===== src/rtl/mem_hazard_ctrl.sv =====
// Pipeline sequencing controller: write enables for PC and the four pipeline
// registers, the data-memory handshake with a timeout watchdog, and the
// single-bubble load-use interlock.
module mem_hazard_ctrl #(
    parameter int unsigned TIMEOUT = 64,
    parameter int unsigned CNT_W   = 32
) (
    input  logic             clk,
    input  logic             reset,
    input  logic             MemRead_MEM,
    input  logic             MemWrite_MEM,
    input  logic             dmem_ready,
    input  logic             MemRead_EX,
    input  logic [4:0]       RD_EX,
    input  logic [4:0]       RS1_ID,
    input  logic [4:0]       RS2_ID,
    output logic             dmem_req,
    output logic             PC_write,
    output logic             IF_ID_write,
    output logic             ID_EX_write,
    output logic             ID_EX_flush,
    output logic             EX_MEM_write,
    output logic             MEM_WB_write,
    output logic             mem_error,
    output logic [CNT_W-1:0] stall_cycles
);

    typedef enum logic [1:0] {
        StIdle = 2'd0,
        StWait = 2'd1,
        StErr  = 2'd2
    } state_e;

    localparam logic [15:0] TimeoutVal = 16'(TIMEOUT);

    state_e             r_state;
    state_e             w_state_d;
    logic [15:0]        r_wait_cnt;
    logic [15:0]        w_wait_cnt_d;
    logic               r_mem_error;
    logic               w_mem_error_d;
    logic [CNT_W-1:0]   r_stall_cycles;

    logic w_mem_op;
    logic w_lu_hazard;

    // Raw (pre-reset-override) output values from the FSM.
    logic w_req;
    logic w_pc_we;
    logic w_ifid_we;
    logic w_idex_we;
    logic w_idex_flush;
    logic w_exmem_we;
    logic w_memwb_we;

    // Hazard and memory-operation decode.
    always_comb begin
        w_mem_op    = MemRead_MEM | MemWrite_MEM;
        w_lu_hazard = MemRead_EX && (RD_EX != 5'd0) &&
                      ((RD_EX == RS1_ID) || (RD_EX == RS2_ID));
    end

    // Next-state, watchdog counter and Mealy outputs.
    always_comb begin
        w_state_d     = r_state;
        w_wait_cnt_d  = r_wait_cnt;
        w_mem_error_d = r_mem_error;
        w_req         = 1'b0;
        w_pc_we       = 1'b1;
        w_ifid_we     = 1'b1;
        w_idex_we     = 1'b1;
        w_idex_flush  = 1'b0;
        w_exmem_we    = 1'b1;
        w_memwb_we    = 1'b1;

        unique case (r_state)
            StIdle: begin
                w_req = w_mem_op;
                if (w_mem_op && !dmem_ready) begin
                    // Memory stall freezes everything; it outranks the bubble.
                    w_pc_we      = 1'b0;
                    w_ifid_we    = 1'b0;
                    w_idex_we    = 1'b0;
                    w_exmem_we   = 1'b0;
                    w_memwb_we   = 1'b0;
                    w_state_d    = StWait;
                    w_wait_cnt_d = 16'd1;
                end else if (w_lu_hazard) begin
                    w_pc_we      = 1'b0;
                    w_ifid_we    = 1'b0;
                    w_idex_flush = 1'b1;
                end
            end
            StWait: begin
                // Request held even if mem_op drops: MEM stage is frozen.
                w_req = 1'b1;
                if (dmem_ready) begin
                    w_state_d    = StIdle;
                    w_wait_cnt_d = 16'd0;
                    if (w_lu_hazard) begin
                        w_pc_we      = 1'b0;
                        w_ifid_we    = 1'b0;
                        w_idex_flush = 1'b1;
                    end
                end else begin
                    w_pc_we    = 1'b0;
                    w_ifid_we  = 1'b0;
                    w_idex_we  = 1'b0;
                    w_exmem_we = 1'b0;
                    w_memwb_we = 1'b0;
                    if (r_wait_cnt == TimeoutVal) begin
                        w_state_d     = StErr;
                        w_mem_error_d = 1'b1;
                    end else begin
                        w_wait_cnt_d = r_wait_cnt + 16'd1;
                    end
                end
            end
            StErr: begin
                w_pc_we    = 1'b0;
                w_ifid_we  = 1'b0;
                w_idex_we  = 1'b0;
                w_exmem_we = 1'b0;
                w_memwb_we = 1'b0;
            end
            default: begin
                w_state_d = StIdle;
            end
        endcase
    end

    // Outputs: reset forces the free-running pipeline pattern immediately.
    always_comb begin
        dmem_req     = reset ? 1'b0 : w_req;
        PC_write     = reset ? 1'b1 : w_pc_we;
        IF_ID_write  = reset ? 1'b1 : w_ifid_we;
        ID_EX_write  = reset ? 1'b1 : w_idex_we;
        ID_EX_flush  = reset ? 1'b0 : w_idex_flush;
        EX_MEM_write = reset ? 1'b1 : w_exmem_we;
        MEM_WB_write = reset ? 1'b1 : w_memwb_we;
        mem_error    = r_mem_error;
        stall_cycles = r_stall_cycles;
    end

    // FSM state, watchdog counter and sticky error flag.
    always_ff @(posedge clk or posedge reset) begin
        if (reset) begin
            r_state     <= StIdle;
            r_wait_cnt  <= 16'd0;
            r_mem_error <= 1'b0;
        end else begin
            r_state     <= w_state_d;
            r_wait_cnt  <= w_wait_cnt_d;
            r_mem_error <= w_mem_error_d;
        end
    end

    // Saturating count of cycles in which MEM_WB did not advance.
    always_ff @(posedge clk or posedge reset) begin
        if (reset) begin
            r_stall_cycles <= '0;
        end else if (!w_memwb_we && (r_stall_cycles != {CNT_W{1'b1}})) begin
            r_stall_cycles <= r_stall_cycles + 1'b1;
        end
    end

endmodule

===== config.mk =====
export PLATFORM = sky130hd
export DESIGN_NAME = mem_hazard_ctrl
export DESIGN_NICKNAME = d
export VERILOG_FILES = /design/src/rtl/mem_hazard_ctrl.sv
export SDC_FILE = /design/constraint.sdc
export NUM_CORES = 1
export LEC_CHECK = 0
export CAP_MARGIN = 0
export CORE_UTILIZATION = 40
export CTS_BUF_LIST = sky130_fd_sc_hd__clkbuf_4
export CTS_CLUSTER_DIAMETER = 40
export DETAILED_ROUTE_END_ITERATION = 10
export PLACE_DENSITY = 0.68
export SKIP_CTS_REPAIR_TIMING = 1
export SYNTH_ARGS = -nofsm -noshare
export SYNTH_HDL_FRONTEND = slang
export SYNTH_SLANG_ARGS = --single-unit

===== constraint.sdc =====
create_clock -name clk -period 2.35 [get_ports clk]
set_input_delay 0.47 -clock clk [delete_from_list [all_inputs] [get_ports clk]]
set_output_delay 0.47 -clock clk [all_outputs]
set_load 0.02 [all_outputs]

==> results by group, run 1 <==
STA
  – Fin. Hold Viols: 0
  – Worst-Margin Slew: around 0.58 ns
  – Final count of negative-setup-slack endpoints: 0
  – Setup WS post-layout: 0.158 ns
  – Final Max Tran Viols: 0
  – Setup total negative slack: 0 ns
  – Max Fclk: 456 MHz
  – Fin Clk Skew: ~0.021 ns
  – Tmin final: 2.19 ns
  – Rel. slew slack: ~60%
  – Worst hold slack: roughly 0.50 ns
  – Unrepaired setup endpoints after global routing: no
  – Crit share post-route: 93.3%

Die
  – Chip height: roughly 87 um
  – Die area: about 7600 um^2
  – Die width: approximately 87 um
  – Io pins: between 60 and 70
  – # rows: 30
  – Initial Utilization: a little over two fifths
  – Core area: roughly 6900 um^2

Clock tree
  – Reg clk slew, reported paths: 0.15 ns
  – Worst-Skew Late Latency: ~0.38 ns
  – CTS Buffer Depth: 2
  – Sink Count: 51
  – CTS buffer count: 5
  – H-tree lvl count: 2
  – CTS tree: built
  – Root Driver: clkbuf_4

Layout
  – Most common cell after layout, fill and taps aside: dfrtp_1
  – Final net count: a little under 400
  – Fin area: 3880 um^2
  – Ant. Diodes: 0
  – Area grow syn2layout: 33.5%
  – Layout cells sized above 1: a little over an eighth
  – Commonest cells after routing, fill and taps aside: dfrtp_1, clkdlybuf4s50_1, nand2_1

Synthesis
  – Cell count after synthesis: between 200 and 300
  – Yosys cell types: 52
  – Post-synth EDFFs: 0
  – Synth Net Count: 320
  – Synth Warn #: 0
  – Synth Area per Inst: 9.82 um^2
  – Top_reg_cell synth: dfrtp_1
  – Post-synthesis async set-or-reset flop share: between 90% and 100%
  – Flops & latches, synth: 51
  – Synth Cell Area: approximately 2900 um^2
  – Sequential cell area fraction in the yosys report: between 40% and 50%

Route
  – Initial DRT Pass Iterations: 4
  – Drt first-iter violations: about 130
  – Detailed-route DRC error count: 0
  – Antenna Nets Post-Route: 0
  – Via-per-instance ratio: between 5 and 6
  – WL final: ~6800 um
  – Routed len/inst: approximately 14 um
  – Vias after detailed routing: roughly 2,500

Run
  – Max-cap viol count: 0

Global route
  – GR Overflow Total: 0
  – First-pass GRT wire length: 11,700 um
  – Via count of the first global-routing pass: 2,524
  – Largest net degree at the start of global routing: 32
  – All-Layer GR Usage: 19.5%
  – Antenna violations before repair: 0

Power
  – Sw Share: roughly a third
  – Maximum vdd ir drop: 0.559 mV
  – Sequential Power Share: roughly 50%
  – Psw: around 710 uW
  – P per Cell Area: 557 nW/um^2
  – Logic pwr share: roughly a quarter
  – Internal: approximately 1.5 mW
  – Final Total Pwr: roughly 2.2 mW
  – Leak: approximately 1.7 nW
  – Clock Power Share: 24.3%

Setup path
  – WS Path Type: primary input to primary output
  – CP Max Fanout: 2
  – CP arrival: approximately 1.7 ns
  – Worst path required time: approximately 1.9 ns
  – Crit. End Element: primary output
  – Critical path startpoint category: primary input

Place
  – Placement Setup Slack: -0.637 ns
  – Final HPWL from detailed placement: between 4000 and 5000 um
  – IO buf count: 60
  – Placed instance area: ~3700 um^2
  – Placer Congestion: roughly 0.87

Hold path
  – Hold Crit Class: register to register

Status
  – Status: finished clean
-- area by class of cell --
class                           count  area (um^2)
Multi-Input combinational cell    225         1560
Inverter                           11         41.3
Timing Repair Buffer               79          798
Sequential cell                    51         1280
Clock inverter                      3         42.5
Clock buffer                        5         37.5
Tap cell                           96          120
Fill cell                         629         3030
-- final timing paths --
check                                start                to  slack [ns]  depth (start not counted)
max in group asynchronous            reset     r_wait_cnt[6]        1.21                          4
min in group asynchronous            reset   stall_cycles[2]        0.60                          3
min reg2reg                      mem_error         mem_error        0.50                          1
max                              RS2_ID[2]       ID_EX_flush        0.16                          6
max reg2reg                stall_cycles[0]  stall_cycles[30]        0.32                          6
min                              mem_error         mem_error        0.50                          1
-- state kept, by name, summed over array words and instances (netlist names) --
register / flops
r_wait_cnt: 16
mem_error: 1
r_state: 2
stall_cycles: 32
-- routing by layer --
metal | vias up | global-route usage [%] | share of wire, %
met5 | - | 0 | 0
met4 | 0 | 4.92 | 0.71
met3 | 4 | 4.45 | 4.3
met2 | 41 | 34.5 | 51
met1 | 1210 | 24.0 | 44
li1 | 1216 | - | -
-- synthesized netlist by cell type (2+ instances only) --
cell	number	area, um^2
dfrtp_1	51	1280
nand2_1	29	109
xor2_1	24	210
xnor2_1	21	184
nor2_1	20	75.1
nand3_1	16	80.1
nand4_1	14	87.6
nor3_1	14	70.1
inv_1	10	37.5
and3_1	7	43.8
o21ai_0	7	35.0
a21oi_1	5	25.0
nor4_1	5	31.3
nor4_2	5	62.6
or4_1	5	37.5
and2_1	4	25.0
o2111ai_1	4	35.0
o21bai_1	4	30.0
or3_1	4	25.0
buf_2	3	15.0
buf_4	3	22.5
ha_1	3	37.5
a31oi_1	2	12.5
and4_1	2	17.5
clkbuf_1	2	7.51
nand3_2	2	20.0
nor4_4	2	42.5
o211ai_1	2	15.0
o21ai_1	2	10.0
o31ai_1	2	15.0
-- power groups by stage --
stage                     Combinational, mW  Sequential [mW]  Clock (mW)
after floorplan                       0.210             1.16           0
after global placement                0.549             1.09           0
after detailed placement              0.561             1.09           0
after CTS                             0.564             1.08       0.536
after global routing                  0.608             1.09       0.576
final                                 0.557             1.08       0.524
-- stage by stage --
| step | cells | util [%] |
|---|---|---|
| 5_1_grt | 470 | 56.2 |
| 2_1_floorplan | 296 | - |
| 6_report | 470 | 56.2 |
| 4_1_cts | 470 | 55.4 |
| 3_5_place_dp | 462 | 54.2 |
| 3_3_place_gp | 462 | 54.2 |
-- worst max-delay path: stages --
cell and delay, ns:
clkdlybuf4s50_1 0.47, xnor2_1 0.13, nand3_1 0.12, a21oi_2 0.18
nor3b_2 0.18, buf_4 0.16
-- kinds of logic (layout without fill, tap and decap cells) --
kind of cell | after synthesis | after routing | synth area share [%]
mux | 3 | 3 | 1.12
buf+inv | 20 | 98 | 3.10
simple gates | 136 | 136 | 27.6
flops | 51 | 51 | 43.9
compound gates | 38 | 38 | 9.35
xor+xnor | 45 | 45 | 13.6
fa+ha+maj | 3 | 3 | 1.29
No activity file was read; power rests on OpenSTA's default activity.
==> inputs of run 2 (changes only) <==
CORE_MARGIN = 2   (was not set)
PLACE_DENSITY = 0.71   (was 0.68)
clock period = 1.98 ns   (was 2.35 ns; I/O delays follow)
==> results by group, run 2 (synthesis gave the netlist of run 1 again) <==
Place
  – IO buf count: 60 (unchanged)
  – Placement Setup Slack: -0.853 ns (was -0.637 ns)
  – Placer Congestion: 0.837 (was 0.869)
  – Final HPWL from detailed placement: 5440 um (was 5000 um)

Clock tree
  – H-tree lvl count: 2 (unchanged)
  – CTS tree: built (unchanged)
  – Worst-Skew Late Latency: 0.38 ns (about the same)
  – Sink Count: 51 (unchanged)
  – Reg clk slew, reported paths: 0.12 ns (was 0.15 ns)
  – CTS buffer count: 5 (unchanged)
  – CTS Buffer Depth: 2 (unchanged)
  – Root Driver: clkbuf_4 (unchanged)

STA
  – Setup total negative slack: -0.0589 ns (was 0 ns)
  – Rel. slew slack: 75.2% (was 61.2%)
  – Crit share post-route: 103%
  – Final count of negative-setup-slack endpoints: 1 (was 0)
  – Setup WS post-layout: -0.0589 ns (was 0.158 ns)
  – Unrepaired setup endpoints after global routing: yes (was no)
  – Fin. Hold Viols: 0 (unchanged)
  – Fin Clk Skew: 0.0265 ns (was 0.0210 ns)
  – Tmin final: 2.04 ns
  – Max Fclk: 490 MHz
  – Final Max Tran Viols: 0 (unchanged)
  – Worst-Margin Slew: 0.372 ns (was 0.580 ns)

Run
  – Max-cap viol count: 0 (unchanged)

Setup path
  – Worst path required time: 1.58 ns (was 1.88 ns)
  – WS Path Type: primary input to primary output (unchanged)
  – CP Max Fanout: 2 (unchanged)
  – Crit. End Element: primary output (unchanged)
  – Depth of the worst register-to-register path: 8 (was 6)
  – CP max-delay cell: clkdlybuf4s50_1 (unchanged)
  – CP arrival: 1.64 ns (was 1.72 ns)
  – Critical path cell sequence: clkdlybuf4s50_1, xnor2_1, nand3_1, a21oi_2, nor3b_2, buf_4 (unchanged)
  – Max stage delay on crit path: 0.48 ns (was 0.47 ns)
  – Critical path startpoint category: primary input (unchanged)

Status
  – Status: finished, violations left (was finished clean)
  – Failing checks: setup timing

Global route
  – M1 GR Usage: 24.1% (was 24.0%)
  – Met2 usage in global routing: 30.7% (was 34.5%)
  – Antenna violations before repair: 0 (unchanged)
  – All-Layer GR Usage: 18.2% (was 19.5%)
  – First-pass GRT wire length: 11,500 um (was 11,700 um)
  – Largest net degree at the start of global routing: 30 (was 32)
  – Via count of the first global-routing pass: 2,510 (was 2,524)
  – Global routing's busiest layer: met2 (unchanged)
  – GR Overflow Total: 0 (unchanged)
  – Met3 usage: 3.32% (was 4.45%)

Hold path
  – Hold Crit Class: primary input to register (was register to register)
  – Hold Path Stages: 3 (was 1)

Route
  – Detailed-route DRC error count: 0 (unchanged)
  – Vias after detailed routing: 2,646 (was 2,471)
  – Antenna Nets Post-Route: 0 (unchanged)
  – WL final: 7130 um (was 6760 um)
  – Initial DRT Pass Iterations: 4 (unchanged)
  – Via-per-instance ratio: 5.16 (was 5.26)
  – Routed len/inst: 13.9 um (was 14.4 um)
  – Drt first-iter violations: 93 (was 125)

Die
  – Die width: 89.2 um (was 87.2 um)
  – Chip height: 89.2 um (was 87.2 um)
  – # rows: 31 (was 30)
  – Io pins: 61 (unchanged)
  – Core area: 7140 um^2 (was 6910 um^2)
  – Die area: 7960 um^2 (was 7610 um^2)
  – Initial Utilization: 40.7% (was 42.1%)

Layout
  – Commonest cells after routing, fill and taps aside: buf_4, dfrtp_1, clkdlybuf4s50_1 (was dfrtp_1, clkdlybuf4s50_1, nand2_1)
  – Area grow syn2layout: 45.4% (was 33.5%)
  – Layout cells sized above 1: 24.9% (was 13.6%)
  – Final net count: 437 (was 397)
  – Largest register FFs: 32 (unchanged)
  – Ant. Diodes: 0 (unchanged)
  – Most common cell after layout, fill and taps aside: buf_4 (was dfrtp_1)

Power
  – Final Total Pwr: 2.70 mW (was 2.16 mW)
  – Leak: 1.95 nW (was 1.72 nW)
  – P per Cell Area: 638 nW/um^2 (was 557 nW/um^2)
  – Maximum vdd ir drop: 0.287 mV (was 0.559 mV)
run 2: through the flow:
| step | instance area [um^2] | utilization, % | std cells | hold slack [ns] |
|---|---|---|---|---|
| finish | 4220 | 59.2 | 513 | 0.414 |
| global route | 4220 | 59.2 | 513 | 0.407 |
| CTS | 4100 | 57.4 | 508 | 0.496 |
| detailed placement | 4020 | 56.3 | 500 | 0.476 |
| global placement | 4020 | 56.3 | 500 | 0.474 |
| floorplan | 2910 | - | 296 | 0.469 |
run 2: worst max-delay path, delay by kind of cell:
kind                      cells  cell delay, ns
buffers and inverters         2            0.64
and+or+nand+nor               2            0.30
AOI/OAI and AO/OA             1            0.18
xor gates and xnor gates      1            0.12
run 2: power by group:
group	total, mW	internal (mW)	switching (mW)
logic	0.875	0.443	0.432
clock network	0.609	0.281	0.328
registers	1.21	1.13	0.0774
run 2: final timing paths:
kind / start / end / slack (ns)
min in group asynchronous: reset / stall_cycles[3] / 0.51
min: dmem_ready / r_state[0] / 0.41
max in group asynchronous: reset / r_state[0] / 1.01
max reg2reg: r_wait_cnt[0] / r_wait_cnt[15] / 0.07
max: RS1_ID[2] / ID_EX_flush / -0.06
min reg2reg: mem_error / mem_error / 0.50
run 2: layout make-up:
type                    count  area [um^2]
multi-input cells         225         1590
clock buffers               6         45.0
inverters                  11         41.3
well taps                  99          124
fillers                   633         2910
repair buffers            119         1110
flip-flops and latches     51         1280
clock inverters             2         37.5
run 2: metal layers:
metal	up-vias	wire length, um
li1	1300	-
met1	1280	3240
met2	60	3510
met3	6	303
met4	0	72
met5	-	0
